==> config.mk <==
export PLATFORM = sky130hd
export DESIGN_NAME = hazard_scoreboard_flat
export DESIGN_NICKNAME = d
export VERILOG_FILES = /design/src/rtl/hazard_scoreboard_if.sv /design/src/rtl/hazard_scoreboard.sv /design/src/flat_wrapper.sv
export SDC_FILE = /design/constraint.sdc
export NUM_CORES = 1
export LEC_CHECK = 0
export CORE_MARGIN = 3
export CORE_UTILIZATION = 56
export CTS_BUF_LIST = sky130_fd_sc_hd__clkbuf_8
export DETAILED_ROUTE_END_ITERATION = 10
export PLACE_DENSITY_LB_ADDON = 0.05
export SYNTH_ARGS = -nofsm -noshare
export SYNTH_HDL_FRONTEND = slang
export SYNTH_SLANG_ARGS = --single-unit
==> constraint.sdc <==
create_clock -name clk -period 16.62 [get_ports clk]
set_clock_uncertainty 0.15 [all_clocks]
set_input_delay 2.493 -clock clk [delete_from_list [all_inputs] [get_ports clk]]
set_output_delay 2.493 -clock clk [all_outputs]
set_load 0.005 [all_outputs]
==> src/rtl/hazard_scoreboard_if.sv <==
`default_nettype none
// ============================================================================
//  Module      : hazard_scoreboard_if
//  Description : Bundle between the ID stage and the hazard scoreboard.
//                The master side presents the decoded ID-stage instruction;
//                the slave side (the scoreboard) returns the pipeline
//                sequencing controls and status.
//  Ports       : id_*                     decoded instruction fields
//                pc_write, ifid_write     front-end write enables
//                ifid_flush, idex_bubble  NOP insertion controls
//                fp_busy, stall_cycles    status / performance counter
//  Revision    : 1.0 - initial release
// ============================================================================
interface hazard_scoreboard_if #(
    parameter int CNT_W = 16
);
    logic             id_valid;
    logic [4:0]       id_rs;
    logic [4:0]       id_rt;
    logic             id_rs_used;
    logic             id_rt_used;
    logic             id_rs_fp;
    logic             id_rt_fp;
    logic [4:0]       id_dst;
    logic             id_dst_we;
    logic             id_dst_fp;
    logic             id_is_load;
    logic             id_is_fpop;
    logic             id_branch_taken;

    logic             pc_write;
    logic             ifid_write;
    logic             ifid_flush;
    logic             idex_bubble;
    logic             fp_busy;
    logic [CNT_W-1:0] stall_cycles;

    modport master (
        output id_valid, id_rs, id_rt, id_rs_used, id_rt_used, id_rs_fp,
               id_rt_fp, id_dst, id_dst_we, id_dst_fp, id_is_load,
               id_is_fpop, id_branch_taken,
        input  pc_write, ifid_write, ifid_flush, idex_bubble, fp_busy,
               stall_cycles
    );

    modport slave (
        input  id_valid, id_rs, id_rt, id_rs_used, id_rt_used, id_rs_fp,
               id_rt_fp, id_dst, id_dst_we, id_dst_fp, id_is_load,
               id_is_fpop, id_branch_taken,
        output pc_write, ifid_write, ifid_flush, idex_bubble, fp_busy,
               stall_cycles
    );
endinterface
`default_nettype wire

==> src/rtl/hazard_scoreboard.sv <==
`default_nettype none
// ============================================================================
//  Module      : hazard_scoreboard
//  Description : ID-stage hazard controller for a 5-stage MIPS pipeline with
//                integer and FP register files. Keeps a per-register
//                countdown of cycles until a pending result is forwardable,
//                plus an occupancy countdown for the single non-pipelined
//                FP unit, and derives PC / IF/ID / ID/EX sequencing from it.
//  Ports       : clk    rising-edge clock
//                reset  asynchronous active-high, clears all state
//                bus    hazard_scoreboard_if.slave (instruction in, controls
//                       and status out)
//  Revision    : 1.0 - initial release
// ============================================================================
module hazard_scoreboard #(
    parameter int FP_LAT = 4,
    parameter int CNT_W  = 16
) (
    input  logic                clk,
    input  logic                reset,
    hazard_scoreboard_if.slave  bus
);

    if (FP_LAT < 2 || FP_LAT > 7) begin : g_bad_fp_lat
        $error("hazard_scoreboard: FP_LAT must be in 2..7");
    end

    localparam logic [2:0] c_fp_lat = 3'(FP_LAT);

    // Index 0..31 integer file, separate array for the FP file.
    logic [2:0]       r_gpr_cnt [32];
    logic [2:0]       r_fpr_cnt [32];
    logic [2:0]       r_fpu_cnt;
    logic [CNT_W-1:0] r_stall_cycles;

    logic [2:0] w_rs_pend;
    logic [2:0] w_rt_pend;
    logic [2:0] w_dst_pend;
    logic       w_rs_haz;
    logic       w_rt_haz;
    logic       w_waw_haz;
    logic       w_struct_haz;
    logic       w_dst_is_r0;
    logic       w_stall;
    logic       w_issue;
    logic       w_wr_en;
    logic [2:0] w_load_val;

    assign w_rs_pend  = bus.id_rs_fp  ? r_fpr_cnt[bus.id_rs]  : r_gpr_cnt[bus.id_rs];
    assign w_rt_pend  = bus.id_rt_fp  ? r_fpr_cnt[bus.id_rt]  : r_gpr_cnt[bus.id_rt];
    assign w_dst_pend = bus.id_dst_fp ? r_fpr_cnt[bus.id_dst] : r_gpr_cnt[bus.id_dst];

    // Integer r0 is hardwired; it is never a real producer or consumer.
    assign w_dst_is_r0  = !bus.id_dst_fp && (bus.id_dst == 5'd0);
    assign w_rs_haz     = bus.id_rs_used && !(!bus.id_rs_fp && bus.id_rs == 5'd0)
                          && (w_rs_pend != 3'd0);
    assign w_rt_haz     = bus.id_rt_used && !(!bus.id_rt_fp && bus.id_rt == 5'd0)
                          && (w_rt_pend != 3'd0);
    assign w_waw_haz    = bus.id_dst_we && !w_dst_is_r0 && (w_dst_pend != 3'd0);
    assign w_struct_haz = bus.id_is_fpop && (r_fpu_cnt != 3'd0);

    assign w_stall = bus.id_valid && (w_rs_haz || w_rt_haz || w_waw_haz || w_struct_haz);
    assign w_issue = bus.id_valid && !w_stall;
    assign w_wr_en = w_issue && bus.id_dst_we && !w_dst_is_r0;

    // FP-unit ops take precedence when both op flags are set; plain ALU
    // results are covered by forwarding, so they leave the counter at 0.
    assign w_load_val = bus.id_is_fpop ? c_fp_lat :
                        bus.id_is_load ? 3'd1     : 3'd0;

    // Reset forces the pipeline front end to hold and inject NOPs.
    assign bus.pc_write     = !reset && !w_stall;
    assign bus.ifid_write   = !reset && !w_stall;
    assign bus.idex_bubble  = reset || w_stall;
    assign bus.ifid_flush   = reset || (bus.id_branch_taken && w_issue);
    assign bus.fp_busy      = !reset && (r_fpu_cnt != 3'd0);
    assign bus.stall_cycles = r_stall_cycles;

    // Register countdowns: a reload on issue wins over the decrement.
    always_ff @(posedge clk or posedge reset) begin
        if (reset) begin
            for (int i = 0; i < 32; i++) begin
                r_gpr_cnt[i] <= 3'd0;
                r_fpr_cnt[i] <= 3'd0;
            end
        end else begin
            for (int i = 0; i < 32; i++) begin
                if (w_wr_en && !bus.id_dst_fp && bus.id_dst == 5'(i)) begin
                    r_gpr_cnt[i] <= w_load_val;
                end else if (r_gpr_cnt[i] != 3'd0) begin
                    r_gpr_cnt[i] <= r_gpr_cnt[i] - 3'd1;
                end
                if (w_wr_en && bus.id_dst_fp && bus.id_dst == 5'(i)) begin
                    r_fpr_cnt[i] <= w_load_val;
                end else if (r_fpr_cnt[i] != 3'd0) begin
                    r_fpr_cnt[i] <= r_fpr_cnt[i] - 3'd1;
                end
            end
        end
    end

    // FP-unit occupancy and saturating stall counter.
    always_ff @(posedge clk or posedge reset) begin
        if (reset) begin
            r_fpu_cnt      <= 3'd0;
            r_stall_cycles <= '0;
        end else begin
            if (w_issue && bus.id_is_fpop) begin
                r_fpu_cnt <= c_fp_lat;
            end else if (r_fpu_cnt != 3'd0) begin
                r_fpu_cnt <= r_fpu_cnt - 3'd1;
            end
            if (w_stall && (r_stall_cycles != '1)) begin
                r_stall_cycles <= r_stall_cycles + 1'b1;
            end
        end
    end

endmodule
`default_nettype wire

==> src/flat_wrapper.sv <==
// flat-port wrapper written by rule: the top's interface ports become plain ports
module hazard_scoreboard_flat 
#(
    parameter int FP_LAT = 4,
    parameter int CNT_W  = 16
)
  (clk, reset, bus_id_valid, bus_id_rs, bus_id_rt, bus_id_rs_used, bus_id_rt_used, bus_id_rs_fp, bus_id_rt_fp, bus_id_dst, bus_id_dst_we, bus_id_dst_fp, bus_id_is_load, bus_id_is_fpop, bus_id_branch_taken, bus_pc_write, bus_ifid_write, bus_ifid_flush, bus_idex_bubble, bus_fp_busy, bus_stall_cycles);
  hazard_scoreboard_if #(.CNT_W(CNT_W)) bus_i ();
  input  logic clk;
  input  logic reset;
  input wire logic [$bits(bus_i.id_valid)-1:0] bus_id_valid;
  input wire logic [$bits(bus_i.id_rs)-1:0] bus_id_rs;
  input wire logic [$bits(bus_i.id_rt)-1:0] bus_id_rt;
  input wire logic [$bits(bus_i.id_rs_used)-1:0] bus_id_rs_used;
  input wire logic [$bits(bus_i.id_rt_used)-1:0] bus_id_rt_used;
  input wire logic [$bits(bus_i.id_rs_fp)-1:0] bus_id_rs_fp;
  input wire logic [$bits(bus_i.id_rt_fp)-1:0] bus_id_rt_fp;
  input wire logic [$bits(bus_i.id_dst)-1:0] bus_id_dst;
  input wire logic [$bits(bus_i.id_dst_we)-1:0] bus_id_dst_we;
  input wire logic [$bits(bus_i.id_dst_fp)-1:0] bus_id_dst_fp;
  input wire logic [$bits(bus_i.id_is_load)-1:0] bus_id_is_load;
  input wire logic [$bits(bus_i.id_is_fpop)-1:0] bus_id_is_fpop;
  input wire logic [$bits(bus_i.id_branch_taken)-1:0] bus_id_branch_taken;
  output wire logic [$bits(bus_i.pc_write)-1:0] bus_pc_write;
  output wire logic [$bits(bus_i.ifid_write)-1:0] bus_ifid_write;
  output wire logic [$bits(bus_i.ifid_flush)-1:0] bus_ifid_flush;
  output wire logic [$bits(bus_i.idex_bubble)-1:0] bus_idex_bubble;
  output wire logic [$bits(bus_i.fp_busy)-1:0] bus_fp_busy;
  output wire logic [$bits(bus_i.stall_cycles)-1:0] bus_stall_cycles;
  assign bus_i.id_valid = bus_id_valid;
  assign bus_i.id_rs = bus_id_rs;
  assign bus_i.id_rt = bus_id_rt;
  assign bus_i.id_rs_used = bus_id_rs_used;
  assign bus_i.id_rt_used = bus_id_rt_used;
  assign bus_i.id_rs_fp = bus_id_rs_fp;
  assign bus_i.id_rt_fp = bus_id_rt_fp;
  assign bus_i.id_dst = bus_id_dst;
  assign bus_i.id_dst_we = bus_id_dst_we;
  assign bus_i.id_dst_fp = bus_id_dst_fp;
  assign bus_i.id_is_load = bus_id_is_load;
  assign bus_i.id_is_fpop = bus_id_is_fpop;
  assign bus_i.id_branch_taken = bus_id_branch_taken;
  assign bus_pc_write = bus_i.pc_write;
  assign bus_ifid_write = bus_i.ifid_write;
  assign bus_ifid_flush = bus_i.ifid_flush;
  assign bus_idex_bubble = bus_i.idex_bubble;
  assign bus_fp_busy = bus_i.fp_busy;
  assign bus_stall_cycles = bus_i.stall_cycles;
  hazard_scoreboard #(.FP_LAT(FP_LAT), .CNT_W(CNT_W)) u_core (.clk(clk), .reset(reset), .bus(bus_i));
endmodule
==> results.txt, run 1 <==
Crit-path most repeated cell -> clkdlybuf4s50_1
Cell Count Post-Placement -> 2031
CP required -> 13.98 ns
Setup bufs post-CTS -> 0
Hpwl dp -> 30.6 mm
Arr. time, crit path -> 6.66 ns
GP Congestion -> 0.995
Post-Syn Nets -> 1829
Crit path cell chain -> clkdlybuf4s50_1 -> inv_4 -> mux4_2 -> a2111oi_0 -> nor4_1 -> or4_4 -> o2111ai_2 -> nor2_1 -> a21o_1 -> clkdlybuf4s50_1
P per Cell Area -> 185 nW/um^2
M1 WL -> 18.9 mm
Die Wd -> 174 um
Post-CTS sizing -> 0
DIE HEIGHT -> 174 um
Synth cell count leaders -> nor2_1, dfrtp_1, inv_1
Initial antenna violation count -> 0
CTS Root Cell -> clkbuf_8
Row count -> 60
Hold Crit Class -> reg -> reg
Sink Count -> 211
Setup TNS -> 0 ns
Setup slack, reg-to-reg -> 12.44 ns
Worst Hold Path EP -> u_core.bus.stall_cycles[11]
Minimum clock period -> 9.31 ns
Syn Inst Count -> 1671
Crit end category -> primary output
Tcrit/Tclk final -> 56.0%
Largest net degree at the start of global routing -> 82
Die area -> 30200 um^2
Max Cap Viol -> 0
Routed met3 length -> 2.91 mm
Synth top area share -> 33.4%
Ant. Diodes -> 0
Slew Viols, Final -> 0
Via count -> 12700
FF-to-FF Start -> u_core.r_gpr_cnt[72]
Post-Syn Area -> 15800 um^2
Critical Path Start Type -> input pin
First-pass GRT wire length -> 69.0 mm
Clock Tree Buf Depth -> 3
Vias per Instance -> 6.05
Pre-Repair DR Iteration Count -> 5
PortBufs -> 47
Critical R2R Capture -> u_core.r_fpr_cnt[80]
Count of flip-flops with a built-in enable after synthesis -> 0
Clock transition at path regs -> 0.05 ns
CP Class -> in -> out
Top cells by area, synth -> dfrtp_1, ha_1, mux2_2
H-tree levels -> 2
Final std cells w/o fill -> 2104
Register area share after synthesis -> 33.4%
Crit path max-delay cell type -> clkdlybuf4s50_1
HP Start -> u_core.bus.stall_cycles[11]
YS warnings -> 0
Max transition margin -> 30.3%
Initial Util -> 57.8%
Max VDD drop -> 0.0000946 V
TritonCTS clock tree -> built
Avg WL per Cell -> 20.3 um
Async SR Flop Fraction -> 100%
Worst skew pair latency -> 0.54 ns
Gr ovfl total -> 0
Hold_buf cts -> 0
DRT iter0 DRCs -> 967
Core Util, Final -> 63.1%
Reg2Reg Depth -> 10
Yosys cell types -> 74
Status -> completed
Worst Tran Pin Value -> 1.04 ns
Hold Fails Final Rpt -> 0
Highest metal used -> met4
Tot GR Track Use -> 28.4%
Core region area -> 27300 um^2
Total CTS buffers -> 41
Drt drc -> 0
Synth area leader -> dfrtp_1
Remaining antenna violation count after routing -> 0
Hold Path Depth -> 1
# IOs -> 48
Top FF cell, synth -> dfrtp_1
Fin nets -> 1860
Share of post-route cells with drive strength above 1 -> 14.1%
Met2 WL post-DR -> 19.1 mm
Final setup viols -> 0
Achievable Freq -> 107 MHz
FF+latch count, synth -> 211
Critical path peak fanout -> 17
Leakage -> 7.48 nW
Area Overhead vs Synth -> 9.15%
RSZ-0062 raised after global routing -> false
CP max stage delay -> 0.89 ns
Drt total wl -> 42.8 mm
Vias in the first global route -> 12700
Avg Cell Area, Syn -> 9.45 um^2
Most numerous cell in the Yosys netlist -> nor2_1
## kinds of logic (layout without fill, tap and decap cells)
| kind of cell | after synthesis | after routing | synth area share, % |
|---|---|---|---|
| flip-flops | 211 | 211 | 33.4 |
| AO/OA/AOI/OAI | 233 | 233 | 9.39 |
| AND/OR/NAND/NOR | 588 | 588 | 20.4 |
| adder cells (fa/ha/maj) | 131 | 131 | 10.4 |
| multiplexers | 213 | 213 | 16.1 |
| XOR/XNOR | 79 | 79 | 4.38 |
| buffers and inverters | 216 | 277 | 5.93 |
## power by group
part | switching, W | internal, W
clock network | 0.000226 | 0.000284
logic | 0.000820 | 0.000784
registers | 0.000289 | 0.000786
total | 0.00133 | 0.00185
## cell usage in the layout (no fill, tap or decap), types with 16 or more instances in the layout
cell,count
clkdlybuf4s50_1,43
ha_1,131
nor4_2,23
inv_1,158
clkbuf_8,53
mux2i_1,88
xnor2_1,75
nor3_1,85
a21oi_1,123
nor2_1,224
a211oi_1,28
nor2b_1,71
dfrtp_1,211
mux4_2,22
or3_1,16
nand2_1,39
nor4_1,43
mux2_2,101
## worst max-delay path: cells and delay by family
| family | cells | cell delay (ns) |
|---|---|---|
| mux | 1 | 0.53 |
| simple gates | 3 | 0.89 |
| compound gates | 3 | 1.00 |
| buf+inv | 3 | 1.73 |
## metrics by stage
stage	hold WS (ns)	power (W)	cell area, um^2	setup WS [ns]
final	0.334	0.00319	17200	7.31
after global routing	0.351	0.00349	17200	7.04
after CTS	0.336	0.00320	17200	7.39
after detailed placement	0.326	0.00267	16400	7.41
after global placement	0.329	0.00259	16400	7.46
after floorplan	0.327	0.00228	15800	8.21
## final cells by class
| cell class | count | area [um^2] |
|---|---|---|
| Multi-Input combinational cell | 1244 | 9580 |
| Timing Repair Buffer | 61 | 556 |
| Clock buffer | 53 | 729 |
| Sequential cell | 211 | 5280 |
| Inverter | 143 | 547 |
| Clock inverter | 20 | 80.1 |
| Fill cell | 2354 | 10100 |
| Tap cell | 372 | 465 |
## metal layers
metal / up-vias / track usage (%)
li1: 5992 / -
met1: 6184 / 38.7
met2: 417 / 44.1
met3: 126 / 5.88
met4: 0 / 12.1
met5: - / 0
## registers in the layout, summed over array words and instances, names as in the netlist
name / count
u_core.r_fpr_cnt: 96
u_core.r_gpr_cnt: 96
u_core.bus.stall_cycles: 16
u_core.r_fpu_cnt: 3
## how the worst max path moves through the flow
stage / from / end / slack [ns]
final: bus_id_rs[2] / bus_ifid_flush / 7.31
after global routing: bus_id_rs[2] / bus_ifid_flush / 7.04
after CTS: bus_id_rs[2] / bus_ifid_flush / 7.39
after detailed placement: bus_id_rs[2] / bus_ifid_flush / 7.41
after global placement: bus_id_rs[2] / bus_ifid_flush / 7.46
after floorplan: reset / u_core.bus.stall_cycles[0] / 8.21
(Power assumes the default switching activity.)
==> run 2: changes to the inputs <==
==> constraint.sdc (replaced) <==
create_clock -name clk -period 8.5 [get_ports clk]
set_clock_uncertainty 0.15 [all_clocks]
set_input_delay 1.275 -clock clk [delete_from_list [all_inputs] [get_ports clk]]
set_output_delay 1.275 -clock clk [all_outputs]
set_load 0.005 [all_outputs]
==> results.txt, run 2 (synthesized netlist as in run 1, its figures left out) <==
Status -> completed
Drt drc -> 0
Ant. Diodes -> 0
Crit end category -> primary output
Vias per Instance -> 6.08
Via count -> 12800
Grt met2 use -> 46.6%
Gr busiest metal -> met2
CTS Root Cell -> clkbuf_8
Leakage -> 7.46 nW
Sink Count -> 211
Hold Crit Class -> reg -> reg
Fill cell count -> 2371
Row count -> 60
Arr. time, crit path -> 5.42 ns
Final std cells w/o fill -> 2102
Worst skew pair latency -> 0.55 ns
DIE HEIGHT -> 174 um
Initial antenna violation count -> 1
Clock transition at path regs -> 0.06 ns
Power consumption -> 0.00624 W
Register area -> 5280 um^2
Area Overhead vs Synth -> 9.21%
CP required -> 7.07 ns
Critical Path Start Type -> input pin
Place WS -> 1.70 ns
First-pass GRT wire length -> 69.5 mm
Core region area -> 27300 um^2
Gr ovfl total -> 0
Achievable Freq -> 146 MHz
Post-route setup slack -> 1.65 ns
Minimum clock period -> 6.85 ns
Remaining antenna violation count after routing -> 0
Slew Viols, Final -> 0
GP Congestion -> 1.00
H-tree levels -> 2
Drt total wl -> 43.6 mm
Die area -> 30200 um^2
Share of post-route cells with drive strength above 1 -> 14.4%
Critical path peak fanout -> 17
Avg WL per Cell -> 20.7 um
Vias in the first global route -> 12600
TritonCTS clock tree -> built
Tot GR Track Use -> 28.7%
RSZ-0062 raised after global routing -> false
CP Class -> in -> out
Post-CTS sizing -> 0
P per Cell Area -> 362 nW/um^2
Multi-input gate area in the final layout -> 9580 um^2
Total CTS buffers -> 39
Most frequent cells in the layout -> nor2_1, dfrtp_1, inv_1, ha_1, a21oi_1
Worst Tran Pin Value -> 0.948 ns
DRT iter0 DRCs -> 1010
# IOs -> 48
Setup bufs post-CTS -> 0
Grt met3 use -> 3.89%
Hpwl dp -> 31.9 mm
Clock Tree Buf Depth -> 3
Leading cell type in the layout, fill and taps excluded -> nor2_1
Hold Fails Final Rpt -> 0
Cell Count Post-Placement -> 2037
Initial Util -> 57.8%
Pre-Repair DR Iteration Count -> 5
Tcrit/Tclk final -> 80.5%
PortBufs -> 47
Max VDD drop -> 0.000237 V
Die Wd -> 174 um
Fin nets -> 1864
Largest net degree at the start of global routing -> 84
Setup TNS -> 0 ns
Final setup viols -> 0
Max Cap Viol -> 0
Hold_buf cts -> 0
Grt met1 use -> 40.2%
Max transition margin -> 36.6%
## run 2: cell types whose count changed in the layout (fill, tap and decap cells not counted), sizes merged
cell | previous run | this run
buf | 18 | 24
inv | 160 | 154
clkinv | 2 | 1
clkbuf | 53 | 52
## run 2: worst max-delay path, cell delays in order
cell and delay [ns]:
clkdlybuf4s50_1 0.85, inv_4 0.38, mux4_2 0.52, a2111oi_0 0.42
nor4_1 0.12, or4_4 0.61, o2111ai_2 0.35, nor2_1 0.19
a21o_1 0.23, clkdlybuf4s50_1 0.44
## run 2: path summary, 6_finish.rpt
check / start / to / slack [ns] / cells past startpoint
max: bus_id_rs[2] / bus_ifid_flush / 1.65 / 10
min: u_core.bus.stall_cycles[11] / u_core.bus.stall_cycles[11] / 0.34 / 1
max reg2reg: u_core.r_gpr_cnt[73] / u_core.r_fpr_cnt[71] / 3.98 / 10
min reg2reg: u_core.bus.stall_cycles[11] / u_core.bus.stall_cycles[11] / 0.34 / 1
max in group asynchronous: reset / u_core.r_fpr_cnt[5] / 5.75 / 3
min in group asynchronous: reset / u_core.bus.stall_cycles[10] / 1.14 / 2
## run 2: through the flow
step           hold slack [ns]  utilization [%]  cell area, um^2
2_1_floorplan            0.327                -            15800
3_3_place_gp             0.326             60.3            16500
3_5_place_dp             0.333             60.3            16500
4_1_cts                  0.343             63.1            17200
5_1_grt                  0.364             63.1            17200
6_report                 0.339             63.1            17200
## run 2: power breakdown
group | total, W | internal (W) | switching (W) | leakage, nW
sequential | 0.00211 | 0.00154 | 0.000570 | 2.53
clock | 0.000977 | 0.000541 | 0.000436 | 0.437
combinational | 0.00316 | 0.00154 | 0.00162 | 4.50
## run 2: area by class of cell
| type | instances | share of cell area (%) |
|---|---|---|
| inverter | 143 | 3.17 |
| tap | 372 | 2.70 |
| multi-input combinational | 1244 | 55.5 |
| clock inverter | 13 | 0.334 |
| sequential | 211 | 30.6 |
| timing repair buffer | 67 | 3.48 |
| clock buffer | 52 | 4.15 |
## run 2: layer usage
layer / vias up / share of wire [%]
met5: - / 0
li1: 5990 / -
met4: 0 / 2.9
met2: 426 / 46
met3: 88 / 6.5
met1: 6283 / 44
